<file path="src/rtl/eventos_pkg.sv">
// rtl/eventos_pkg.sv - shared event indices, sizes and FSM encodings for the event arbiter
package eventos_pkg;

  localparam int N_EVT = 5;
  localparam int ID_W  = 3;

  localparam logic [ID_W-1:0] EVT_TEST     = 3'd0;
  localparam logic [ID_W-1:0] EVT_ENERGIA  = 3'd1;
  localparam logic [ID_W-1:0] EVT_MEDICINA = 3'd2;
  localparam logic [ID_W-1:0] EVT_ULTRA    = 3'd3;
  localparam logic [ID_W-1:0] EVT_FOTO     = 3'd4;

  typedef enum logic [1:0] {
    ST_IDLE  = 2'd0,
    ST_OFFER = 2'd1,
    ST_GAP   = 2'd2
  } state_t;

  // Successor of an event index, wrapping the last source back to 0.
  function automatic logic [ID_W-1:0] next_idx(input logic [ID_W-1:0] i);
    return (i == ID_W'(N_EVT - 1)) ? '0 : i + 1'b1;
  endfunction

endpackage

</file>
<file path="src/rtl/detector_flanco.sv">
// rtl/detector_flanco.sv - per-bit falling-edge detector on registered previous level
module detector_flanco #(
  parameter int W = 5
) (
  input  logic         clk,
  input  logic         reset,
  input  logic [W-1:0] level,
  output logic [W-1:0] fall
);

  logic [W-1:0] prev_level;

  // Clearing prev on reset means a source held high through reset fires on its first release.
  always_ff @(posedge clk) begin
    if (reset) prev_level <= '0;
    else       prev_level <= level;
  end

  assign fall = prev_level & ~level;

endmodule

</file>
<file path="src/rtl/arbitro_eventos.sv">
// rtl/arbitro_eventos.sv - latches release events, arbitrates them and offers one at a time
module arbitro_eventos
  import eventos_pkg::*;
#(
  parameter int GAP_CYCLES     = 50000,
  parameter int TIMEOUT_CYCLES = 250000,
  parameter int ARB_RR         = 0
) (
  input  logic             clk,
  input  logic             reset,
  input  logic [N_EVT-1:0] evt_level,
  input  logic             enable,
  output logic             evt_valid,
  output logic [ID_W-1:0]  evt_id,
  input  logic             evt_ready,
  output logic [N_EVT-1:0] pending,
  output logic             drop_pulse,
  output logic             busy
);

  localparam int MAX_P = (GAP_CYCLES > TIMEOUT_CYCLES) ? GAP_CYCLES : TIMEOUT_CYCLES;
  localparam int CW    = $clog2(MAX_P) + 1;

  state_t           state;
  logic [CW-1:0]    tmo_cnt;
  logic [CW-1:0]    gap_cnt;
  logic [ID_W-1:0]  g;
  logic [ID_W-1:0]  rr_ptr;
  logic [ID_W-1:0]  base;
  logic [ID_W-1:0]  grant;
  logic             found;
  logic [3:0]       idx;
  logic [N_EVT-1:0] fall;
  logic [N_EVT-1:0] set_mask;
  logic [N_EVT-1:0] clr_mask;
  logic             accept;
  logic             timeout;

  detector_flanco #(.W(N_EVT)) u_det (
    .clk   (clk),
    .reset (reset),
    .level (evt_level),
    .fall  (fall)
  );

  // Ready on the last timeout cycle still counts as an accept.
  assign accept   = (state == ST_OFFER) && evt_ready;
  assign timeout  = (state == ST_OFFER) && !evt_ready && (tmo_cnt == CW'(TIMEOUT_CYCLES - 1));
  assign set_mask = fall & {N_EVT{enable}};
  assign clr_mask = (accept || timeout) ? (N_EVT'(1) << g) : '0;
  assign busy     = (state != ST_IDLE);
  assign base     = (ARB_RR != 0) ? rr_ptr : '0;

  // Set is OR-ed after the clear so a new edge on the serviced bit is retained.
  always_ff @(posedge clk) begin
    if (reset) pending <= '0;
    else       pending <= (pending & ~clr_mask) | set_mask;
  end

  always_comb begin
    grant = '0;
    found = 1'b0;
    idx   = '0;
    for (int k = 0; k < N_EVT; k++) begin
      idx = {1'b0, base} + 4'(k);
      if (idx >= 4'(N_EVT)) idx = idx - 4'(N_EVT);
      if (!found && pending[idx[ID_W-1:0]]) begin
        grant = idx[ID_W-1:0];
        found = 1'b1;
      end
    end
  end

  always_ff @(posedge clk) begin
    if (reset) begin
      state      <= ST_IDLE;
      g          <= '0;
      rr_ptr     <= '0;
      tmo_cnt    <= '0;
      gap_cnt    <= '0;
      evt_valid  <= 1'b0;
      evt_id     <= '0;
      drop_pulse <= 1'b0;
    end else begin
      drop_pulse <= 1'b0;
      case (state)
        ST_IDLE: begin
          if (found) begin
            g         <= grant;
            evt_id    <= grant;
            evt_valid <= 1'b1;
            tmo_cnt   <= '0;
            state     <= ST_OFFER;
          end
        end
        ST_OFFER: begin
          if (accept || timeout) begin
            evt_valid  <= 1'b0;
            gap_cnt    <= '0;
            rr_ptr     <= next_idx(g);
            drop_pulse <= timeout;
            state      <= ST_GAP;
          end else begin
            tmo_cnt <= tmo_cnt + 1'b1;
          end
        end
        ST_GAP: begin
          if (gap_cnt == CW'(GAP_CYCLES - 1)) state   <= ST_IDLE;
          else                                gap_cnt <= gap_cnt + 1'b1;
        end
        default: state <= ST_IDLE;
      endcase
    end
  end

endmodule

</file>
<file path="config.mk">
export PLATFORM = sky130hd
export DESIGN_NAME = arbitro_eventos
export DESIGN_NICKNAME = d
export VERILOG_FILES = /design/src/rtl/eventos_pkg.sv /design/src/rtl/detector_flanco.sv /design/src/rtl/arbitro_eventos.sv
export SDC_FILE = /design/constraint.sdc
export NUM_CORES = 1
export LEC_CHECK = 0
export ABC_AREA = 1
export CAP_MARGIN = 20
export CORE_MARGIN = 1.5
export CORE_UTILIZATION = 45
export DETAILED_ROUTE_END_ITERATION = 8
export PLACE_DENSITY = 0.67
export SYNTH_ARGS = -nofsm -noshare
export SYNTH_HDL_FRONTEND = slang
export SYNTH_HIERARCHICAL = 1
export SYNTH_SLANG_ARGS = --single-unit
</file>
<file path="constraint.sdc">
create_clock -name clk -period 2.3 [get_ports clk]
set_clock_uncertainty 0.1 [all_clocks]
set_input_delay 0.575 -clock clk [delete_from_list [all_inputs] [get_ports clk]]
set_output_delay 0.575 -clock clk [all_outputs]
set_load 0.03 [all_outputs]
</file>
== Word-level counts from Yosys, hierarchy flattened ==
Cells that the tools add are included.
Storage, ports and cells
  memories: 0
  memory bits (writable): 0
  register bits after elaboration: 55
  output and inout port bits: 11
  bits of input ports: 9
  bits in read-only memories: 0
  latch bits: 0
  word-level logic and storage cells: 74
Operators by class
  reduce and logical (&&, ||, !) cells: 23
  multiply operators: 0
  divide/modulo/power cells: 0
  $add $sub $neg: 2
  shift-type cells: 1
  eq/ne operators: 9
  order comparisons: 0
  multiplexer cells: 23
  bitwise gates (word level): 8
Operators with widths (count)
  $mux W19: 4
  $pmux W19 S2: 2
  $add A19 B1 Y19 const B: 2
  $eq A19 B16 Y1 const B: 1
  $eq A19 B18 Y1 const B: 1
  $and A5 B5 Y5: 3
  $reduce_and A3 Y1: 4
  $mux W2: 5
  $not A5 Y5: 2
  $mux W1: 8
  $ne A2 B2 Y1 const B: 4
  $logic_and A1 B1 Y1: 7
  $pmux W2 S3: 1
  $reduce_bool A2 Y1: 3
  $logic_not A1 Y1: 5
  $mux W5: 1
  $or A5 B5 Y5: 1
  $shl A1 B3 Y5 const A: 1
  $mux W3: 1
  $reduce_or A3 Y1: 1
  $eq A2 B1 Y1 const B: 1
  $eq A2 B2 Y1 const B: 1
  $logic_not A2 Y1: 1
  $ne A2 B1 Y1 const B: 1
  4 further kinds: 5

== Longest topological paths before layout ==
Gate-level depths: netlist of run 1.
  word-level depth: 15
  mapped depth: 11
  depth with buffers taken out: 10

== Modules after synthesis ==
Netlist of run 1, hierarchy kept.
Modules (own cells, without submodules)
  arbitro_eventos: cells an instance 486, times used 1, area an instance 3026.7 um^2, sequential area each 1001.0 um^2
  detector_flanco: cells an instance 25, times used 1, area an instance 175.2 um^2, sequential area each 100.1 um^2

== Worst setup path after synthesis of run 1 ==
Ideal clock, no wire load.
  kind: input-to-reg
  start point: input port evt_ready
  end point: register tmo_cnt[10]
  path buffers: 1
  setup slack: 0.603 ns
  library setup time: 0.138 ns
  required time: 2.062 ns
  arrival time: 1.460 ns
  cell stages on the path: 9
  path through: nor2_1 -> nand3_1 -> nor2_1 -> nand3_4 -> nand3_4 -> inv_2 -> buf_6 -> nand2_1 -> a21oi_2
Between the ends
  cells in the longest elaborated chain, start to end: 6
  elaborated cells between the ends (all ways): 7
  those cells by class: 1 x eq/ne; 6 x reduce/logical
RTL lines
  start, declared: line arbitro_eventos.sv:15  | input logic evt_ready,
  $logic_not A1 Y1: line arbitro_eventos.sv:48  | assign timeout = (state == ST_OFFER) && !evt_ready && (tmo_cnt == CW'(TIMEOUT_CYCLES - 1));
  $logic_and A1 B1 Y1 (2 in series): line arbitro_eventos.sv:48
  $logic_or A1 B1 Y1 *: line arbitro_eventos.sv:97  | if (accept || timeout) begin
  $ne A2 B2 Y1 (no line) *
  $reduce_and A3 Y1 (no line) *
  end signal, assigned: line arbitro_eventos.sv:104  | tmo_cnt <= tmo_cnt + 1'b1;
  end, declared: line arbitro_eventos.sv:25  | logic [CW-1:0] tmo_cnt;
Mark *: on every way between the ends. The rest lies on a longest branch, timed or not.
A chain may end at the register's enable or synchronous reset.

== Worst setup path after layout of run 1 ==
  start point: register state[1]
  end point: output port busy
Between the ends
  cells in the longest elaborated chain, start to end: 1
RTL lines
  start, declared: line arbitro_eventos.sv:24  | state_t state;
  start signal, assigned: line arbitro_eventos.sv:76  | state <= ST_IDLE;
  start signal, assigned: line arbitro_eventos.sv:93  | state <= ST_OFFER;
  start signal, assigned: line arbitro_eventos.sv:102  | state <= ST_GAP;
  $reduce_bool A2 Y1: line arbitro_eventos.sv:51  | assign busy = (state != ST_IDLE);
  end, declared: line arbitro_eventos.sv:18  | output logic busy
No other way between the ends.

==> impl_metrics.toml, run 1 <==
[clock_network]
numClockSinks = 55
cts_tree = "done"
cts-htree-levels = 2
clk_pin_slew_worst_paths_ns = 0.11
clock_latency_of_the_later_clocked_register_in_the_worst_skew_pair_ns = 0.31
cts_inserted_buffers = 5
cts_root_buffer = "sky130_fd_sc_hd__clkbuf_8"
cts_max_path_buffers = 2
cts.repair_timing.setup_buffer_count = 0

[cells_and_area]
num-nets-final = 544
syn_to_final_growth_pct = 13.2
number_of_antenna_cells_inserted = 0
finalNonFillerCells = 630
layout-drive-gt1-share_pct = 8.43

[timing]
max_slew_margin_pct = 70.0
rsz0062_at_grt = "false"
worstMarginPinSlew_ns = 0.450
timing.final.max_slew_violations = 0
fmax_ghz = 0.457
timing.setup.tns_ns = 0
fin_crit_ns = 2.19
final-setup-viol-count = 0
timing.final.hold_violations = 0
min_period_over_period_pct = 95.1

[hold_path]
min_to = "tmo_cnt[1]"
min_delay_path_depth = 2
kind_of_path_behind_the_tightest_hold_check = "flip-flop to flip-flop"
worst_hold_startpoint = "tmo_cnt[1]"

[pwr]
netSwitchingFraction_pct = 29.4
max-vdd-ir-drop_mv = 0.339
comb_power_share_pct = 19.6
power_report.internal_total_mw = 1.47
power.share.clock_pct = 32.4
power_share_of_the_sequential_group_pct = 48.1
leakage_dissipation_nw = 1.29
power_density_mw_per_mm2 = 574
switching_power_mw = 0.611

[place]
place.detailed.hpwl_mm = 5.51
place.port_buffers = 19
finalWeightedCongestion = 0.898
place.detailed.instances = 622

[worst_setup_path]
worst_ep_arrival_time_ns = 1.51
critPathMaxFanout = 3
worst_path_largest_cell_delay_ns = 0.69
critical_path_source_type = "flip-flop"
worstSetupStartpoint = "state[1]"
worstReg2RegStart = "gap_cnt[0]"
timing.critical_path.buf_inv = 2
critical_path_cell_count = 3
worst_r2r_path_depth = 10
criticalPathCategory = "flip-flop to output port"
path_delay_family = "buffers and inverters"
cp_cell_sequence = "inv_2 > nand2_1 > clkdlybuf4s50_1"
critPathCaptureType = "output port"
critical_path.slowest_cell = "sky130_fd_sc_hd__clkdlybuf4s50_1"
worst_r2r_endpoint = "gap_cnt[17]"
cp_data_required_time_ns = 1.62
r2r_setup_slack_ns = 0.31

[floorplan]
floorplan.initialDensity_pct = 46.9
core_mm2 = 0.00683
fp.dieArea_mm2 = 0.00763
die_w_um = 87.4
placement_rows = 30
ioPinCount = 20
die_y_extent_um = 87.4

[route]
avgRoutedWirePerCell_um = 11.8
drt_first_iter_violations = 235
firstDrtPassIters = 5
routed-via-count = 3214
route.final.wire_length_mm = 7.42
post_route_drc = 0
viasPerCell = 5.10
antenna_violating_nets_post_route = 0

[global_route]
initial_antenna_violation_count = 0
grt_first_pass_wirelength_mm = 12.9
first_global_vias = 2903
globalRouteTotalUtil_pct = 21.0
globalRouteOverflowTotal = 0
grt_start_max_net_pins = 25

[synthesis]
post_synth_main_area_contributors = "sky130_fd_sc_hd__dfxtp_1 34%, sky130_fd_sc_hd__nand2_1 16%, sky130_fd_sc_hd__nor2_1 13%"
post_synth_instance_area_mm2 = 0.00320
netlist_instances = 511
library_cell_occupying_the_most_area_in_the_post_synthesis_netlist = "sky130_fd_sc_hd__dfxtp_1"
synth.yosys.warnings = 6
postSynth.asyncResetShare_pct = 0
number_of_synthesized_register_bits = 55
syn-num-nets = 522
yosysMostFrequentCell = "sky130_fd_sc_hd__nand2_1"
synth_edf_count = 0
ys_types = 31
synth_top_area_share_pct = 34.4
synth.top_cells.by_count = "135 x sky130_fd_sc_hd__nand2_1, 107 x sky130_fd_sc_hd__nor2_1, 55 x sky130_fd_sc_hd__dfxtp_1"
yosys_most_used_dff = "sky130_fd_sc_hd__dfxtp_1"
post_synth.cell_area_avg_um2 = 6.27
synth-seq-area-share_pct = 34.4

[status]
status = "finished clean"

[flow_run]
cap_violations = 0
[routing by layer]
| metal | track usage, % | wire length, µm | vias to the layer above |
|---|---|---|---|
| li1 | - | - | 1675 |
| met1 | 29.2 | 3680 | 1458 |
| met2 | 33.5 | 3370 | 77 |
| met3 | 3.51 | 330 | 4 |
| met4 | 5.63 | 42 | 0 |
| met5 | 0 | 0 | - |
[how the worst max path moves through the flow]
stage / end / slack, ns
after floorplan: tmo_cnt[10] / 0.60
after global placement: tmo_cnt[8] / 0.08
after detailed placement: tmo_cnt[10] / 0.06
after CTS: busy / 0.09
after global routing: busy / 0.02
final: busy / 0.11
[cell usage in the layout, fill, tap and decap left out, types with 2 or more instances in the layout]
| cell type | synthesis | routed |
|---|---|---|
| sky130_fd_sc_hd__clkdlybuf4s50_1 | 0 | 18 |
| sky130_fd_sc_hd__nand3_2 | 1 | 2 |
| sky130_fd_sc_hd__nor2_1 | 107 | 107 |
| sky130_fd_sc_hd__nand3_1 | 42 | 41 |
| sky130_fd_sc_hd__nand4_1 | 15 | 15 |
| sky130_fd_sc_hd__inv_2 | 4 | 4 |
| sky130_fd_sc_hd__o21ai_0 | 10 | 10 |
| sky130_fd_sc_hd__nand3_4 | 2 | 2 |
| sky130_fd_sc_hd__inv_1 | 49 | 49 |
| sky130_fd_sc_hd__xor2_1 | 6 | 6 |
| sky130_fd_sc_hd__dfxtp_1 | 55 | 55 |
| sky130_fd_sc_hd__a21oi_2 | 10 | 10 |
| sky130_fd_sc_hd__a21oi_1 | 31 | 31 |
| sky130_fd_sc_hd__nand3b_1 | 3 | 3 |
| sky130_fd_sc_hd__nand2_1 | 135 | 135 |
| sky130_fd_sc_hd__clkbuf_8 | 0 | 6 |
| sky130_fd_sc_hd__a31o_2 | 2 | 2 |
| sky130_fd_sc_hd__nor3_1 | 11 | 11 |
| sky130_fd_sc_hd__ha_1 | 2 | 2 |
| sky130_fd_sc_hd__buf_4 | 0 | 8 |
| sky130_fd_sc_hd__or2_2 | 4 | 4 |
[registers in the layout, indices dropped and copies added, names as in the netlist]
| name | cells |
|---|---|
| pending | 5 |
| u_det/prev_level | 5 |
| drop_pulse | 1 |
| gap_cnt | 19 |
| state | 2 |
| evt_valid | 1 |
| tmo_cnt | 19 |
| g | 3 |
[worst min-delay path: stages (launching register included)]
cell and delay [ns]:
sky130_fd_sc_hd__dfxtp_1 0.34, sky130_fd_sc_hd__nand2_1 0.06, sky130_fd_sc_hd__a21oi_1 0.06
[metrics by stage]
| step | instance area (µm²) | worst slack [ns] | power, mW | utilization, % | hold slack (ns) |
|---|---|---|---|---|---|
| after floorplan | 3200 | 0.603 | 1.30 | - | 0.360 |
| after global placement | 3500 | 0.0821 | 1.42 | 51.3 | 0.377 |
| after detailed placement | 3500 | 0.0610 | 1.43 | 51.3 | 0.388 |
| after CTS | 3620 | 0.0902 | 2.10 | 53.0 | 0.402 |
| after global routing | 3630 | 0.0240 | 2.17 | 53.1 | 0.430 |
| final | 3630 | 0.112 | 2.08 | 53.1 | 0.398 |
[kinds of logic after synthesis]
group	after synthesis	share of synthesized area, %
AND/OR/NAND/NOR	325	43.8
flip-flops	55	34.4
buffers and inverters	67	8.95
adder cells (fa/ha/maj)	2	0.781
AO/OA/AOI/OAI	55	10.2
XOR/XNOR	7	1.91
[repair_timing]
| action | in CTS | in global routing |
|---|---|---|
| hold buffers | 0 | 0 |
| endpoints found under the hold margin | 0 | 0 |
| setup endpoints to repair | 0 | 1 |
| resized for setup | 0 | 1 |
[power groups by stage]
stage / Combinational (mW) / Sequential, mW / Clock (mW)
2_1_floorplan: 0.263 / 1.04 / 0
3_3_place_gp: 0.402 / 1.02 / 0
3_5_place_dp: 0.406 / 1.02 / 0
4_1_cts: 0.408 / 1.00 / 0.691
5_1_grt: 0.449 / 1.00 / 0.721
6_report: 0.407 / 1.00 / 0.674
[layout make-up]
type | instances | area (µm²)
repair buffers | 28 | 265
flip-flops and latches | 55 | 1100
well taps | 96 | 120
inverters | 54 | 203
fillers | 729 | 3210
clock buffers | 6 | 82.6
clock inverters | 2 | 35.0
multi-input cells | 389 | 1820
Power figures use the tool's default switching activity.
==> run 2: changes to the inputs <==
--- a/config.mk
+++ b/config.mk
@@ -8,9 +8,9 @@
 export ABC_AREA = 1
 export CAP_MARGIN = 20
 export CORE_MARGIN = 1.5
-export CORE_UTILIZATION = 45
+export CORE_UTILIZATION = 50
 export DETAILED_ROUTE_END_ITERATION = 8
-export PLACE_DENSITY = 0.67
+export PLACE_DENSITY = 0.73
 export SYNTH_ARGS = -nofsm -noshare
 export SYNTH_HDL_FRONTEND = slang
 export SYNTH_HIERARCHICAL = 1
==> constraint.sdc (replaced) <==
create_clock -name clk -period 2.8 [get_ports clk]
set_clock_uncertainty 0.1 [all_clocks]
set_input_delay 0.7 -clock clk [delete_from_list [all_inputs] [get_ports clk]]
set_output_delay 0.7 -clock clk [all_outputs]
set_load 0.03 [all_outputs]
==> run 2 against run 1 <==
  * Largest cell class unchanged
  * Die area fell by 9.7%
  * Global-route usage grew 0.73 points
  * Largest power group unchanged
  * Cell area shrank 2.9%
  * First-iteration DRC count shrank 6.0%
  * Total power fell by 24%
  * Clock power fell by 31%
  * Sequential share of layout area is 0.91 points higher
  * Count of clock-buffer cells in the layout fell by 1
  * Via count is 1.3% lower
  * Critical endpoint unchanged
  * Combinational power shrank 27%
  * Wire length is 3.2% lower
==> impl_metrics.toml, run 2 (same netlist as run 1, synthesis figures left out) <==
[pwr]
switching_power_mw = 0.512
power_mw = 1.58
power_report.internal_total_mw = 1.07
power.share.clock_pct = 29.2
netSwitchingFraction_pct = 32.4
power_density_mw_per_mm2 = 449
leakage_dissipation_nw = 1.24
max-vdd-ir-drop_mv = 0.374
comb_power_share_pct = 18.9
power_share_of_the_sequential_group_pct = 51.9

[floorplan]
floorplan.initialDensity_pct = 52.8
placement_rows = 28
die_y_extent_um = 83.0
ioPinCount = 20
core_mm2 = 0.00606
fp.dieArea_mm2 = 0.00689
die_w_um = 83.0

[place]
place.detailed.hpwl_mm = 5.26
finalWeightedCongestion = 0.936
place.detailed.instances = 596
place.port_buffers = 19
dpl_worst_slack_ns = 0.227

[cells_and_area]
reg.largest.list = "gap_cnt: 19 flops, tmo_cnt: 19 flops"
syn_to_final_growth_pct = 9.96
layout.area.seq_mm2 = 0.00110
multi_input_combinational_cell_area_mm2 = 0.00181
finalNonFillerCells = 604
nFillCells = 635
layout-drive-gt1-share_pct = 7.37
layout_common_cells = "135 x sky130_fd_sc_hd__nand2_1, 107 x sky130_fd_sc_hd__nor2_1, 55 x sky130_fd_sc_hd__dfxtp_1, 49 x sky130_fd_sc_hd__inv_1, 42 x sky130_fd_sc_hd__nand3_1"
final_common_cell = "sky130_fd_sc_hd__nand2_1"
num-nets-final = 539
number_of_antenna_cells_inserted = 0

[route]
firstDrtPassIters = 5
drt_first_iter_violations = 221
viasPerCell = 5.25
antenna_violating_nets_post_route = 0
post_route_drc = 0
route.final.wire_length_mm = 7.18
avgRoutedWirePerCell_um = 11.9
routed-via-count = 3173

[clock_network]
cts.repair_timing.setup_buffer_count = 0
clk_pin_slew_worst_paths_ns = 0.10
clock_latency_of_the_later_clocked_register_in_the_worst_skew_pair_ns = 0.32
cts_root_buffer = "sky130_fd_sc_hd__clkbuf_8"
cts_max_path_buffers = 2
cts_inserted_buffers = 5
hold_buffers = 0
cts-htree-levels = 2
numClockSinks = 55
post_cts.resized_instances = 0
cts_tree = "done"

[timing]
worstMarginPinSlew_ns = 0.446
fin_crit_ns = 2.32
min_period_over_period_pct = 82.9
final-setup-viol-count = 0
timing.final.max_slew_violations = 0
fmax_ghz = 0.431
timing.final.ws_setup_ns = 0.478
max_slew_margin_pct = 70.2
rsz0062_at_grt = "false"
timing.setup.tns_ns = 0
timing.final.hold_violations = 0

[worst_setup_path]
cp_data_required_time_ns = 2.00
worst_ep_arrival_time_ns = 1.52
worstSetupStartpoint = "state[1]"
r2r_setup_slack_ns = 0.61
critical_path_source_type = "flip-flop"
criticalPathCategory = "flip-flop to output port"
worstReg2RegStart = "state[1]"
critPathCaptureType = "output port"
critPathMaxFanout = 3

[global_route]
initial_antenna_violation_count = 0
grt_first_pass_wirelength_mm = 12.6
globalRouteOverflowTotal = 0
globalRouteTotalUtil_pct = 21.7
first_global_vias = 2807
grt_start_max_net_pins = 23

[flow_run]
cap_violations = 0

[status]
status = "finished clean"

[hold_path]
kind_of_path_behind_the_tightest_hold_check = "flip-flop to flip-flop"
worst_hold_startpoint = "pending[3]"
==> run 2: cell types whose count changed in the layout (fill, tap and decap cells not counted), sizes merged <==
cell      before  now
buf           10    5
bufinv         1    0
clkbuf         6    5
clkinv         2    3
clkinvlp       0    1
==> run 2: metal layers <==
metal | wire length [µm] | track usage [%] | vias to the layer above
li1 | - | - | 1671
met1 | 3630 | 30.3 | 1435
met2 | 3160 | 33.9 | 59
met3 | 299 | 4.08 | 8
met4 | 96 | 6.97 | 0
met5 | 0 | 0 | -
==> run 2: stage by stage <==
stage                     utilization, %  hold slack [ns]  area, µm²
after CTS                           58.1            0.403       3520
after floorplan                        -            0.360       3200
after global routing                58.1            0.446       3520
after global placement              56.5            0.390       3430
final                               58.1            0.405       3520
after detailed placement            56.5            0.388       3430
==> run 2: area by class of cell <==
class,instances,area share (%)
multi-input combinational,389,51.5
inverter,54,5.76
clock buffer,5,1.95
tap,75,2.67
sequential,55,31.3
timing repair buffer,23,6.11
clock inverter,3,0.711
==> run 2: worst max-delay path, stage by stage, from the launching register on <==
cell and delay (ns):
sky130_fd_sc_hd__dfxtp_1 0.36, sky130_fd_sc_hd__inv_2 0.05, sky130_fd_sc_hd__nand2_1 0.10, sky130_fd_sc_hd__clkdlybuf4s50_1 0.69
==> run 2: power groups by stage <==
| stage | combinational (mW) | sequential [mW] | clock [mW] |
|---|---|---|---|
| 6_report | 0.298 | 0.821 | 0.462 |
| 5_1_grt | 0.333 | 0.825 | 0.500 |
| 3_3_place_gp | 0.296 | 0.839 | 0 |
| 2_1_floorplan | 0.216 | 0.855 | 0 |
| 3_5_place_dp | 0.299 | 0.839 | 0 |
| 4_1_cts | 0.299 | 0.821 | 0.474 |
==> run 2: worst paths after layout <==
| check | to | cells past startpoint |
|---|---|---|
| min | pending[3] | 2 |
| min reg2reg | pending[3] | 2 |
| max reg2reg | tmo_cnt[17] | 9 |
| max | busy | 3 |
==> run 3: changes to the inputs <==
==> constraint.sdc (replaced) <==
create_clock -name clk -period 2.2 [get_ports clk]
set_clock_uncertainty 0.1 [all_clocks]
set_input_delay 0.55 -clock clk [delete_from_list [all_inputs] [get_ports clk]]
set_output_delay 0.55 -clock clk [all_outputs]
set_load 0.03 [all_outputs]
==> run 3 against run 2 <==
  * Setup slack worse by 0.40 ns
  * Critical path depth down 2
  * Die area unchanged
  * Final cell count up 1.5%
  * Non-clock buffer count up 9
  * Cell area up 3.0%
  * Largest power group unchanged
  * Wire length up 5.7%
  * Via count up 3.5%
==> impl_metrics.toml, run 3 (same netlist as run 1, synthesis figures left out) <==
[status]
status = "finished clean"

[cells_and_area]
reg.largest.list = "gap_cnt: 19 flops, tmo_cnt: 19 flops"
syn_to_final_growth_pct = 13.2
layout-drive-gt1-share_pct = 8.92
layout_common_cells = "135 x sky130_fd_sc_hd__nand2_1, 107 x sky130_fd_sc_hd__nor2_1, 55 x sky130_fd_sc_hd__dfxtp_1, 49 x sky130_fd_sc_hd__inv_1, 42 x sky130_fd_sc_hd__nand3_1"
final_common_cell = "sky130_fd_sc_hd__nand2_1"
number_of_antenna_cells_inserted = 0
num-nets-final = 548

[timing]
timing.final.hold_violations = 0
rsz0062_at_grt = "false"
timing.hold.ws_ns = 0.410
fmax_ghz = 0.472
min_period_over_period_pct = 96.3
max_slew_margin_pct = 72.6
fin_crit_ns = 2.12
final-setup-viol-count = 0
timing.final.max_slew_violations = 0
timing.setup.tns_ns = 0
worstMarginPinSlew_ns = 0.410

[clock_network]
cts_root_buffer = "sky130_fd_sc_hd__clkbuf_8"
hold_buffers = 0
cts_inserted_buffers = 5
cts_tree = "done"
clock_latency_of_the_later_clocked_register_in_the_worst_skew_pair_ns = 0.32
clk_pin_slew_worst_paths_ns = 0.11
cts-htree-levels = 2
cts_max_path_buffers = 2
numClockSinks = 55

[pwr]
power.share.clock_pct = 32.5
power_share_of_the_sequential_group_pct = 47.9
leakage_dissipation_nw = 1.31
power_report.internal_total_mw = 1.51
switching_power_mw = 0.673
netSwitchingFraction_pct = 30.8
power_density_mw_per_mm2 = 603
comb_power_share_pct = 19.6
max-vdd-ir-drop_mv = 0.353

[worst_setup_path]
cp_data_required_time_ns = 1.55
critical_path.slowest_cell = "sky130_fd_sc_hd__clkdlybuf4s50_1"
path_delay_family = "buffers and inverters"
criticalPathCategory = "flip-flop to output port"
r2r_setup_slack_ns = 0.26
critical_path_source_type = "flip-flop"
cp_cell_sequence = "clkdlybuf4s50_1"
timing.critical_path.buf_inv = 1
worst_path_largest_cell_delay_ns = 0.71
critPathMaxFanout = 7
worst_r2r_path_depth = 9
worstReg2RegStart = "gap_cnt[0]"
worst_ep_arrival_time_ns = 1.47
critPathCaptureType = "output port"
worst_r2r_endpoint = "gap_cnt[0]"

[global_route]
grt_first_pass_wirelength_mm = 13.4
initial_antenna_violation_count = 0
globalRouteOverflowTotal = 0
globalRouteTotalUtil_pct = 22.6
grt_start_max_net_pins = 19
first_global_vias = 3036

[floorplan]
die_w_um = 83.0
ioPinCount = 20
die_y_extent_um = 83.0
fp.dieArea_mm2 = 0.00689
core_mm2 = 0.00606
floorplan.initialDensity_pct = 52.8
placement_rows = 28

[route]
viasPerCell = 5.36
drt_first_iter_violations = 235
routed-via-count = 3285
post_route_drc = 0
route.final.wire_length_mm = 7.60
avgRoutedWirePerCell_um = 12.4
firstDrtPassIters = 4
antenna_violating_nets_post_route = 0

[place]
finalWeightedCongestion = 0.913
place.detailed.hpwl_mm = 5.55
place.port_buffers = 19

[hold_path]
min_delay_path_depth = 2
min_to = "tmo_cnt[1]"
worst_hold_startpoint = "tmo_cnt[1]"
kind_of_path_behind_the_tightest_hold_check = "flip-flop to flip-flop"

[flow_run]
cap_violations = 0
==> run 3: worst reg2reg max path: cells and delay by family (launching register included) <==
kind / cells / cell delay, ns
flip-flops: 1 / 0.45
adder cells (fa/ha/maj): 1 / 0.31
AO/OA/AOI/OAI: 2 / 0.21
AND/OR/NAND/NOR: 4 / 0.48
buffers and inverters: 2 / 0.28
==> run 3: per-layer routing <==
| metal | up-vias | part of all wire [%] | track usage, % |
|---|---|---|---|
| met3 | 9 | 6.3 | 4.37 |
| met4 | 0 | 1.1 | 5.76 |
| met5 | - | 0 | 0 |
| met1 | 1513 | 46 | 30.4 |
| li1 | 1674 | - | - |
| met2 | 89 | 46 | 37.4 |
==> run 3: power by group through the flow <==
stage,clock [mW],sequential (mW),combinational [mW]
floorplan,0,1.09,0.275
global placement,0,1.07,0.422
detailed placement,0,1.07,0.426
CTS,0.730,1.05,0.428
global route,0.767,1.05,0.473
finish,0.711,1.05,0.428
==> run 3: metrics by stage <==
step	instance area, µm²	instances	util [%]	total power, mW	setup slack (ns)
3_5_place_dp	3510	605	57.9	1.49	-0.00792
4_1_cts	3620	613	59.8	2.20	0.00938
2_1_floorplan	3200	511	-	1.36	0.528
5_1_grt	3630	613	59.8	2.29	0.0257
3_3_place_gp	3510	605	57.9	1.49	0.0684
6_report	3630	613	59.8	2.19	0.0811
==> run 3: area by class of cell <==
| class | count | area (µm²) |
|---|---|---|
| fillers | 583 | 2430 |
| multi-input cells | 389 | 1810 |
| flip-flops and latches | 55 | 1100 |
| repair buffers | 32 | 298 |
| inverters | 54 | 203 |
| well taps | 75 | 93.8 |
| clock buffers | 5 | 68.8 |
| clock inverters | 3 | 47.5 |
==> run 3: worst max path at each step <==
stage          slack [ns]     endpoint  cells after the start      start
2_1_floorplan        0.53  tmo_cnt[10]                      9  evt_ready
3_3_place_gp         0.07   tmo_cnt[8]                     10  evt_ready
3_5_place_dp       -0.008  tmo_cnt[18]                     10  evt_ready
4_1_cts             0.009         busy                      3   state[1]
5_1_grt              0.03    evt_id[2]                      1       g[2]
6_report             0.08    evt_id[2]                      1       g[2]
==> run 3: repair_timing <==
item                       CTS  global route
buffers inserted             0             0
gates resized for setup      0             1
setup endpoints to repair    0             1
